**config.mk**
```make
export PLATFORM = sky130hd
export DESIGN_NAME = reg_file_scoreboard
export DESIGN_NICKNAME = d
export VERILOG_FILES = /design/src/rtl/reg_file_scoreboard.sv
export SDC_FILE = /design/constraint.sdc
export NUM_CORES = 2
export LEC_CHECK = 0
export CAP_MARGIN = 20
export CELL_PAD_IN_SITES_DETAIL_PLACEMENT = 1
export CELL_PAD_IN_SITES_GLOBAL_PLACEMENT = 1
export CORE_MARGIN = 2
export CORE_UTILIZATION = 50
export CTS_CLUSTER_SIZE = 30
export DETAILED_ROUTE_END_ITERATION = 12
export PLACE_DENSITY = 0.87
export SLEW_MARGIN = 20
export SYNTH_ARGS = -nofsm -noshare
export SYNTH_HDL_FRONTEND = slang
export SYNTH_SLANG_ARGS = --single-unit
```
**constraint.sdc**
```tcl
create_clock -name clk -period 4.6 [get_ports clk]
set_clock_uncertainty 0.1 [all_clocks]
set_input_delay 1.38 -clock clk [delete_from_list [all_inputs] [get_ports clk]]
set_output_delay 1.38 -clock clk [all_outputs]
set_load 0.03 [all_outputs]
```
**src/rtl/reg_file_scoreboard.sv**
```systemverilog
// Register file with per-register busy scoreboard, 1-cycle operand return.
// Optional same-cycle writeback bypass: define RF_BYPASS_EN.
module reg_file_scoreboard #(
    parameter int DW = 32,
    parameter int AW = 5
) (
    input  logic               clk,
    input  logic               rst_n,
    input  logic               iss_valid,
    output logic               iss_ready,
    input  logic [AW-1:0]      iss_rs1,
    input  logic [AW-1:0]      iss_rs2,
    input  logic               iss_rd_en,
    input  logic [AW-1:0]      iss_rd,
    output logic               op_valid,
    output logic [DW-1:0]      op_rs1_data,
    output logic [DW-1:0]      op_rs2_data,
    input  logic               wb_valid,
    input  logic [AW-1:0]      wb_addr,
    input  logic [DW-1:0]      wb_data,
    output logic [(1<<AW)-1:0] busy_vec
);
    localparam int NR = 1 << AW;

    logic [DW-1:0] r_regs [NR];
    logic [NR-1:0] r_busy;
    logic          r_op_valid;
    logic [DW-1:0] r_op1;
    logic [DW-1:0] r_op2;

    logic [NR-1:0] w_wb_hot;
    logic [NR-1:0] w_busy_eff;
    logic [NR-1:0] w_set;
    logic [NR-1:0] w_busy_nxt;
    logic          w_haz1;
    logic          w_haz2;
    logic          w_waw;
    logic          w_acc;
    logic [DW-1:0] w_op1;
    logic [DW-1:0] w_op2;

    always_comb begin
        w_wb_hot = '0;
        if (wb_valid && wb_addr != '0)
            w_wb_hot[wb_addr] = 1'b1;
    end

`ifdef RF_BYPASS_EN
    assign w_busy_eff = r_busy & ~w_wb_hot;
`else
    assign w_busy_eff = r_busy;
`endif

    assign w_haz1 = (iss_rs1 != '0) && w_busy_eff[iss_rs1];
    assign w_haz2 = (iss_rs2 != '0) && w_busy_eff[iss_rs2];
    assign w_waw  = iss_rd_en && (iss_rd != '0) && w_busy_eff[iss_rd];

    assign iss_ready = !(w_haz1 || w_haz2 || w_waw);
    assign w_acc     = iss_valid && iss_ready;

    always_comb begin
        w_op1 = r_regs[iss_rs1];
        w_op2 = r_regs[iss_rs2];
`ifdef RF_BYPASS_EN
        if (w_wb_hot[iss_rs1])
            w_op1 = wb_data;
        if (w_wb_hot[iss_rs2])
            w_op2 = wb_data;
`endif
        if (iss_rs1 == '0)
            w_op1 = '0;
        if (iss_rs2 == '0)
            w_op2 = '0;
    end

    // A reservation in the same cycle as a writeback to that register wins.
    always_comb begin
        w_set = '0;
        if (w_acc && iss_rd_en && iss_rd != '0)
            w_set[iss_rd] = 1'b1;
        w_busy_nxt    = (r_busy & ~w_wb_hot) | w_set;
        w_busy_nxt[0] = 1'b0;
    end

    always_ff @(posedge clk or negedge rst_n) begin
        if (!rst_n) begin
            for (int i = 0; i < NR; i++)
                r_regs[i] <= '0;
        end else if (wb_valid && wb_addr != '0) begin
            r_regs[wb_addr] <= wb_data;
        end
    end

    always_ff @(posedge clk or negedge rst_n) begin
        if (!rst_n) begin
            r_busy     <= '0;
            r_op_valid <= 1'b0;
            r_op1      <= '0;
            r_op2      <= '0;
        end else begin
            r_busy     <= w_busy_nxt;
            r_op_valid <= w_acc;
            if (w_acc) begin
                r_op1 <= w_op1;
                r_op2 <= w_op2;
            end
        end
    end

    assign op_valid    = r_op_valid;
    assign op_rs1_data = r_op1;
    assign op_rs2_data = r_op2;
    assign busy_vec    = r_busy;
endmodule

```
==> metrics.cfg <==
[outcome]
run_status = complete, no violations

[synth]
yosys.area.top_type = dfrtp_1
yosysUniqueCellTypes = 57
synthCells = 3968
seq_area_frac_synth = 0.4752
synth_edf_count = 0
yosys_most_used_dff = dfrtp_1
synth_fp_nets = 4025
async_reset_ff_frac = 1.000
synth_area_leaders = dfrtp_1, mux2_2, mux4_2, mux2i_1, clkbuf_1
synth_top_area_share = 0.4752
avgSynthCellArea_um2 = 14.86
synth_seq_cells = 1120
synth_area_um2 = 58980
yosysWarnings = 0

[floorplan]
ioPinCount = 155
placeableCoreArea_um2 = 117600
die-area_um2 = 120700
die_x_um = 347.5
start_util = 0.5015
rows = 126
die_h_um = 347.5

[sta]
tightest_slew_ns = 1.147
max_freq_mhz = 221.0
min_period_ns = 4.524
slew_headroom = 0.2332
setup_viol = 0
holdWs_ns = 0.2764
hold_viol = 0
slew_viol_final = 0
min_period_over_period = 0.9835

[cts]
hold_buffers = 0
cts_buffers = 113
insertion_delay_ns = 0.74
cts_max_level = 3
clk_path_buf_depth = 3
clockRootBuffer = clkbuf_16
clock_sinks = 1120
clk_pin_slew_ns = 0.06
cts_tree = done

[layout]
layout_common_cells = dfrtp_1, mux2_2, mux4_2, clkdlybuf4s50_1, buf_4
area_growth_pct = 13.22
drive_gt1_frac = 0.5097
final_common_cell = dfrtp_1
final_util = 0.5678
final_net_count = 4023

[grt]
grt_max_degree = 116
grt_pass1_wl_mm = 334.1
antenna_found_initial = 14
overflow = 0
grt_util_all_layers = 0.3765
grt_pass1_vias = 45980

[setup_path]
cp-end-kind = output pin
cp-start-kind = primary input
crit_slowest_cell = dlygate4sd2_1
required_ns = 3.12
crit_fanout = 9
max_stage_delay_ns = 0.38
crit_type = primary input to output pin
crit_chain = dlygate4sd2_1, buf_4, nor4bb_1, o41ai_4, nand4_1, a31oi_4, buf_6
worst_ep_arrival_time_ns = 3.04

[drt]
vias = 42320
routed_via_density = 7.555
wl_mm = 226.7
wl_per_cell_um = 40.46
antenna_left = 0
post-route-drc-count = 0
drt_pass1_iterations = 8
drt_iter0_drc = 5702

[pwr]
p_leak_nw = 28.62
powerDensity_nw_per_um2 = 464.8
ir_drop_mv = 0.3225

[job]
maxCapViolations = 0

[min_path]
hold_path.class = flop to flop

[place]
gp_congestion = 0.9118
place_hpwl_mm = 116.1
place.port_buffers = 153

==> final cells by class <==
type / instances / area (µm²)
tap: 1536 / 1922
inverter: 29 / 108.9
antenna: 11 / 27.53
fill: 10570 / 50830
timing repair buffer: 329 / 3492
sequential: 1120 / 28030
multi-input combinational: 2373 / 29310
clock inverter: 40 / 544.3
clock buffer: 164 / 3353
==> path summary, 6_finish.rpt <==
check / start / endpoint / slack [ns] / cells past startpoint
worst max-delay path: iss_rd[4] / iss_ready / 0.08 / 7
worst min-delay path: r_regs[992] / r_regs[992] / 0.28 / 0
worst max register to register: busy_vec[29] / busy_vec[8] / 1.54 / 9
worst min register to register: r_regs[992] / r_regs[992] / 0.28 / 0
max in group asynchronous: rst_n / r_regs[729] / 2.67 / 2
min in group asynchronous: rst_n / r_regs[485] / 0.54 / 1
==> Yosys cell counts, types with 8 or more instances <==
library cell	count
and3_1	9
a21oi_1	79
nand3_1	8
a21o_1	12
clkbuf_1	288
nand2_1	83
nor2_1	74
mux2_4	28
a22oi_1	107
nand2b_1	13
buf_1	56
dfrtp_1	1120
buf_4	11
o211ai_1	32
mux2_2	1086
nor3_1	13
o41ai_1	8
buf_2	86
inv_1	29
nor2b_1	20
o22ai_1	13
mux2i_1	115
or3_1	8
mux4_2	510
o21ai_0	81
==> where the power goes <==
group	leakage, nW	total [mW]	switching, mW	internal, mW
Combinational	12.3	7.21	3.34	3.87
Clock	1.94	10.1	4.32	5.76
Sequential	14.4	13.8	2.00	11.8
Total	28.6	31.0	9.65	21.4
==> state kept, by name (all words and copies together), names as in the netlist <==
signal       count
op_rs1_data     32
r_regs        1024
op_valid         1
op_rs2_data     32
busy_vec        31
==> through the flow <==
stage	instance area, µm²	cells	TNS (ns)	setup slack, ns	power [mW]
after floorplan	59010	3968	0	0.005662	17.64
after global placement	62790	5380	-0.3303	-0.3303	19.50
after detailed placement	62790	5380	-0.3201	-0.3201	20.22
after CTS	66730	5585	0	0.0009115	30.78
after global routing	66770	5599	-0.009367	-0.009367	31.74
final	66780	5602	0	0.07572	31.04
==> metal layers <==
| metal | global-route usage | vias up | part of all wire |
|---|---|---|---|
| met4 | 0.2694 | 6 | 0.076 |
| met3 | 0.1151 | 1091 | 0.12 |
| met1 | 0.4638 | 22370 | 0.35 |
| met5 | 0 | - | 0.00021 |
| met2 | 0.5673 | 3649 | 0.46 |
| li1 | - | 15200 | - |
==> critical path, delay by kind of cell <==
kind | cells | cell delay [ns]
buf+inv | 3 | 0.76
compound gates | 2 | 0.56
simple gates | 2 | 0.33
==> cell families (layout without fill, tap and decap cells) <==
kind of cell           count (synthesis)  count (layout)  share of synthesized area
muxes                               1741            1741                     0.4291
DFF                                 1120            1120                     0.4752
buffers and inverters                475             562                    0.03339
AOI/OAI and AO/OA                    367             367                    0.04043
and+or+nand+nor                      264             264                    0.02187
other                                  1              12                 0.00006358
==> timing repair <==
| item | 4_1_cts | 5_1_grt |
|---|---|---|
| gates resized for setup | 15 | 16 |
| pin swaps | 4 | 7 |
| setup endpoints to repair | 1 | 1 |
| buffers inserted | 1 | 6 |
| gates cloned | 0 | 0 |
Note: power is estimated with default switching activity, not from simulation.
